**src/rtl/fp_add_arbiter.sv**
```systemverilog
// rtl/fp_add_arbiter.sv - round-robin sequencer sharing one floating-point adder
//
// Purpose:
//   Grants one of NUM_REQ requesters at a time (round-robin from a rotating
//   pointer), registers the winner's operands onto the adder, raises the
//   adder enable and waits for adder_done. The result goes back to the owner
//   as a one-cycle resp_valid pulse. A watchdog ends the operation with
//   resp_error=1 if the adder never answers. Once an op has finished, no new
//   grant is issued until the adder's done has dropped.
//
// Ports:
//   clk, reset_n          clock (rising edge), asynchronous active-low reset
//   req_valid[N]          per-requester request
//   req_dataa/datab[32N]  operands, slice i = [32i+31:32i]
//   req_ready[N]          combinational one-hot accept
//   resp_valid[N]         one-hot completion pulse to the owner
//   resp_result[32]       result of the last completed op (0 on timeout)
//   resp_error            1 = watchdog timeout, valid with resp_valid
//   busy                  state != IDLE
//   adder_dataa/datab[32] registered operands to the adder
//   adder_enable          registered enable to the adder
//   adder_result[32]      adder result
//   adder_done            adder done (held while enable is held)

module fp_add_arbiter #(
    parameter int NUM_REQ = 4,
    parameter int TIMEOUT = 15
) (
    input  logic                   clk,
    input  logic                   reset_n,
    input  logic [NUM_REQ-1:0]     req_valid,
    input  logic [32*NUM_REQ-1:0]  req_dataa,
    input  logic [32*NUM_REQ-1:0]  req_datab,
    output logic [NUM_REQ-1:0]     req_ready,
    output logic [NUM_REQ-1:0]     resp_valid,
    output logic [31:0]            resp_result,
    output logic                   resp_error,
    output logic                   busy,
    output logic [31:0]            adder_dataa,
    output logic [31:0]            adder_datab,
    output logic                   adder_enable,
    input  logic [31:0]            adder_result,
    input  logic                   adder_done
);

    localparam int         PW       = (NUM_REQ > 1) ? $clog2(NUM_REQ) : 1;
    localparam logic [7:0] LAST_CNT = 8'(TIMEOUT - 1);

    typedef enum logic [1:0] {
        S_IDLE  = 2'd0,
        S_RUN   = 2'd1,
        S_DRAIN = 2'd2
    } state_t;

    state_t             r_state;
    state_t             w_next;
    logic [PW-1:0]      r_ptr;
    logic [PW-1:0]      r_owner;
    logic [7:0]         r_cnt;

    logic [PW-1:0]      w_win_hi;
    logic [PW-1:0]      w_win_lo;
    logic [PW-1:0]      w_winner;
    logic               w_found_hi;
    logic               w_found_lo;
    logic               w_any;
    logic               w_accept;
    logic               w_timeout;
    logic [31:0]        w_sel_a;
    logic [31:0]        w_sel_b;
    logic [NUM_REQ-1:0] w_win_onehot;
    logic [NUM_REQ-1:0] w_owner_onehot;

    // Round-robin search done as two linear scans: the lowest requester at or
    // above the pointer wins; if there is none, the lowest requester overall
    // wins (the wrap-around case).
    always_comb begin
        w_found_hi = 1'b0;
        w_found_lo = 1'b0;
        w_win_hi   = '0;
        w_win_lo   = '0;
        for (int i = 0; i < NUM_REQ; i++) begin
            if (req_valid[i] && !w_found_lo) begin
                w_found_lo = 1'b1;
                w_win_lo   = PW'(i);
            end
            if (req_valid[i] && !w_found_hi && (i >= int'(r_ptr))) begin
                w_found_hi = 1'b1;
                w_win_hi   = PW'(i);
            end
        end
    end

    assign w_any    = |req_valid;
    assign w_winner = w_found_hi ? w_win_hi : w_win_lo;

    // A grant needs the adder's done to be low as well, so a done still held
    // from an abandoned or just-finished op can never complete a new one.
    // reset_n is included so req_ready reads 0 while reset is held.
    assign w_accept  = reset_n && (r_state == S_IDLE) && !adder_done && w_any;
    assign w_timeout = (r_cnt == LAST_CNT);

    // Winner operand mux and one-hot decodes of the winner and the owner.
    always_comb begin
        w_win_onehot   = '0;
        w_owner_onehot = '0;
        w_sel_a        = '0;
        w_sel_b        = '0;
        for (int i = 0; i < NUM_REQ; i++) begin
            if (w_winner == PW'(i)) begin
                w_win_onehot[i] = 1'b1;
                w_sel_a         = req_dataa[32*i +: 32];
                w_sel_b         = req_datab[32*i +: 32];
            end
            if (r_owner == PW'(i)) begin
                w_owner_onehot[i] = 1'b1;
            end
        end
    end

    assign req_ready = w_accept ? w_win_onehot : '0;
    assign busy      = (r_state != S_IDLE);

    always_comb begin
        w_next = r_state;
        case (r_state)
            S_IDLE: begin
                if (w_accept) begin
                    w_next = S_RUN;
                end
            end
            S_RUN: begin
                if (adder_done || w_timeout) begin
                    w_next = S_DRAIN;
                end
            end
            S_DRAIN: begin
                if (!adder_done) begin
                    w_next = S_IDLE;
                end
            end
            default: w_next = S_IDLE;
        endcase
    end

    always_ff @(posedge clk or negedge reset_n) begin
        if (!reset_n) begin
            r_state <= S_IDLE;
        end else begin
            r_state <= w_next;
        end
    end

    always_ff @(posedge clk or negedge reset_n) begin
        if (!reset_n) begin
            r_ptr        <= '0;
            r_owner      <= '0;
            r_cnt        <= '0;
            adder_dataa  <= '0;
            adder_datab  <= '0;
            adder_enable <= 1'b0;
            resp_valid   <= '0;
            resp_result  <= '0;
            resp_error   <= 1'b0;
        end else begin
            resp_valid <= '0;
            case (r_state)
                S_IDLE: begin
                    if (w_accept) begin
                        adder_dataa  <= w_sel_a;
                        adder_datab  <= w_sel_b;
                        adder_enable <= 1'b1;
                        r_owner      <= w_winner;
                        r_cnt        <= '0;
                        r_ptr        <= (w_winner == PW'(NUM_REQ - 1)) ? '0 : w_winner + PW'(1);
                    end
                end
                S_RUN: begin
                    r_cnt <= r_cnt + 8'd1;
                    // done is checked first so a result arriving on the
                    // timeout cycle still completes without error.
                    if (adder_done) begin
                        resp_result  <= adder_result;
                        resp_error   <= 1'b0;
                        resp_valid   <= w_owner_onehot;
                        adder_enable <= 1'b0;
                    end else if (w_timeout) begin
                        resp_result  <= '0;
                        resp_error   <= 1'b1;
                        resp_valid   <= w_owner_onehot;
                        adder_enable <= 1'b0;
                    end
                end
                default: begin
                end
            endcase
        end
    end

endmodule
```
**config.mk**
```make
export PLATFORM = sky130hd
export DESIGN_NAME = fp_add_arbiter
export DESIGN_NICKNAME = d
export VERILOG_FILES = /design/src/rtl/fp_add_arbiter.sv
export SDC_FILE = /design/constraint.sdc
export NUM_CORES = 1
export LEC_CHECK = 0
export CAP_MARGIN = 20
export CORE_AREA = 2 2 158 160
export CTS_CLUSTER_DIAMETER = 30
export DETAILED_ROUTE_END_ITERATION = 8
export DIE_AREA = 0 0 160 162
export PLACE_DENSITY = 0.7
export SETUP_SLACK_MARGIN = 0.05
export SYNTH_ARGS = -nofsm -noshare
export SYNTH_HDL_FRONTEND = slang
export SYNTH_SLANG_ARGS = --single-unit
```
**constraint.sdc**
```tcl
create_clock -name clk -period 7.6 [get_ports clk]
set_input_delay 2.28 -clock clk [delete_from_list [all_inputs] [get_ports clk]]
set_output_delay 2.28 -clock clk [all_outputs]
set_load 0.01 [all_outputs]
```
==> results.toml <==
[routing]
routed_wl_um = 26520
dr_total_vias = 7346
drt_iter0_drc = 494
via_per_inst = 4.875
dr.pass1.iters = 4
drc_errors = 0
wl_per_cell_um = 17.60
antenna_left = 0

[clock_tree]
clk_latency_ps = 410
clk_pin_slew_ps = 60
cts.path.max_buffers = 2
cts_buffers = 17
ctsHoldBuffers = 0
tritoncts = "built"
clock-root-buffer = "clkbuf_16"
cts_setup_buffers = 0
htree_levels = 4
cts_resized = 0
cts_sinks = 116

[job]
drv_cap = 0

[worst_setup_path]
reg2reg_slack_ps = 4090
crit_path_frequent_cell = "clkdlybuf4s50_1"
cp_top_family = "buffers and inverters"
crit_path_top_delay_cell = "clkdlybuf4s50_1"
path_buf_inv = 3
r2r_end = "adder_datab[10]"
setup.worst_path.class = "primary input to output pin"
critPathCaptureType = "output pin"
reg2reg_depth = 10
crit_chain = "clkdlybuf4s50_1, nor2_1, a221oi_1, o211ai_1, inv_1, ha_4, and2_1, clkdlybuf4s50_1"
start_kind = "primary input"
regToRegStartpoint = "r_ptr[1]"
required_ps = 5320
slowest_delay_ps = 630
arrival_ps = 4600
crit_fanout = 5

[sta]
worst_pin_slew_ps = 947.8
setup_slack_ps = 724.7
final.period_utilization_pct = 90.46
hold_violations = 0
fin_setup_tns_ps = 0
layout_min_cycle_time_ps = 6875
slew_headroom_pct = 36.81
fmax_ghz = 0.1454
setup_viol = 0
final-max-slew-violation-count = 0
finalClockSkew_ps = 12.84
rsz0062_at_grt = "false"

[finish]
n_antenna_cell = 0
final_cell_mix = "400 x clkdlybuf4s50_1, 132 x nor2_1, 132 x a21oi_1, 116 x dfrtp_1, 71 x o21ai_0"
final_common_cell = "clkdlybuf4s50_1"
drive_gt1_share_pct = 7.439
final_cell_count_no_fill = 1507
nets = 1471
final_area_mm2 = 0.01154
syn_to_final_growth_pct = 71.13

[global_route]
grt_pass1_vias = 7203
overflow = 0
antenna_found_initial = 0
grt_max_degree = 91
grtUsageTotal_pct = 19.74
grt_pass1_wl_um = 40120

[logic_synthesis]
yosys.area.top_type = "dfrtp_1"
synthTopCellsByArea = "dfrtp_1 43%, a21oi_1 9.8%, nor2_1 7.4%"
yosysTopAreaCellShare_pct = 43.04
syn_avg_cell_area_um2 = 8.336
synth_warnings = 0
syn_inst = 809
yosysUniqueCellTypes = 40
ys_ff_latch = 116
netlist_area_mm2 = 0.006744
synth-seq-area-share_pct = 43.04
synth_nets = 1110

[floorplan]
rows = 57
io_pins = 402
die_h_um = 162
start_util_pct = 27.98
die_w_um = 160
coreArea_mm2 = 0.02411
dieArea_mm2 = 0.02592

[pwr]
p_int_mw = 2.324
pwr-share-seq_pct = 28.2
p_sw_mw = 1.511
power_mw = 3.835
vdd_drop_max_uv = 175.0
power_density_mw_per_mm2 = 332.3
clockPowerShare_pct = 20.3
p_leak_nw = 4.744
switching_share_pct = 39.39
pwr-share-comb_pct = 51.5

[worst_hold_path]
hold_end = "adder_dataa[13]"
hp-start = "adder_dataa[13]"
worstHoldPathCells = 2
hold_path_class = "flop to flop"

[place]
numPortBuffers = 401
preCtsSetupSlack_ps = 693.8
placed_cell_area_mm2 = 0.01097
hpwlAfterDp_um = 19420
place_congestion = 0.9111
dp.cells = 1475

[outcome]
status = "finished, final reports clean"
flip-flops by register name, summed over array words and instances, names as in the netlist:
| signal | cells |
|---|---|
| r_cnt | 8 |
| resp_result | 32 |
| adder_dataa | 32 |
| adder_datab | 32 |
| r_state | 2 |
| resp_valid | 4 |
| resp_error | 1 |
| r_ptr | 2 |
| r_owner | 2 |
| adder_enable | 1 |
synthesized netlist by cell type:
cell	number
o41ai_2	1
nor2b_1	3
a21oi_1	132
and2_1	4
nor3b_1	2
a221oi_2	30
xnor2_1	1
nand2b_1	2
nor4b_2	1
xor2_1	1
nand3b_1	2
and4_1	1
a221oi_1	35
o31ai_1	1
or2_2	1
nand4_1	2
a21o_1	1
clkbuf_1	42
ha_1	6
o21ai_1	1
o21a_1	1
buf_1	7
a21boi_1	1
dfrtp_1	116
nor2_1	133
nand2_4	1
nand4b_1	1
o211ai_1	2
a22o_1	32
buf_2	11
o21ai_0	71
nand3_1	6
buf_6	6
buf_4	7
a211o_1	3
nand2_1	68
inv_1	69
and3_1	3
nor3_1	1
o41ai_4	1
worst max-delay path by stage:
stage | start | to | slack, ps | cells after the start
after global routing | req_valid[3] | req_ready[3] | 580 | 8
after detailed placement | req_valid[3] | req_ready[3] | 690 | 8
after CTS | req_valid[3] | req_ready[3] | 690 | 8
after floorplan | req_valid[0] | req_ready[3] | 1570 | 7
after global placement | req_valid[3] | req_ready[3] | 800 | 8
final | req_valid[3] | req_ready[3] | 720 | 8
stage by stage:
stage          hold WS, ps  util, %
6_report             492.9    47.88
2_1_floorplan        455.5        -
3_3_place_gp         472.9    45.52
5_1_grt              514.1    47.88
4_1_cts              498.0    47.88
3_5_place_dp         485.2    45.52
logic make-up after synthesis:
logic type,synth area share (%)
compound gates,32.23
xor+xnor,0.2598
fa+ha+maj,1.113
buf+inv,9.165
flops,43.04
simple gates,14.19
final cells by class:
cell class,instances,area [µm²]
clock buffer,17,425.4
clock inverter,15,143.9
fill,2284,12560
inverter,69,259.0
multi-input combinational,551,3288
sequential,116,2903
tap,324,405.4
timing repair buffer,415,4116
power by group through the flow:
stage               combinational (mW)  sequential [mW]  clock (mW)
detailed placement                2.00             1.08           0
global placement                  1.97             1.08           0
floorplan                        0.869             1.19           0
global route                      2.16             1.12       0.830
CTS                               2.00             1.08       0.804
finish                            1.98             1.08       0.778
per-layer routing:
metal	part of all wire (%)	vias up	routed length [µm]	GRT usage, %
met1	43	3451	11310	24.89
met5	0	-	0	0
met4	2.6	0	692	6.347
li1	-	3555	-	-
met2	47	297	12590	32.64
met3	7.3	43	1928	5.822
worst reg2reg max path, cell delays in order (launching register included):
cell	delay [ps]
dfrtp_1	420
inv_1	80
a221oi_1	320
o211ai_1	240
inv_1	200
ha_4	150
buf_4	530
buf_4	730
a21oi_1	210
a221oi_1	410
nor2_1	90
No activity file was read; power rests on OpenSTA's default activity.
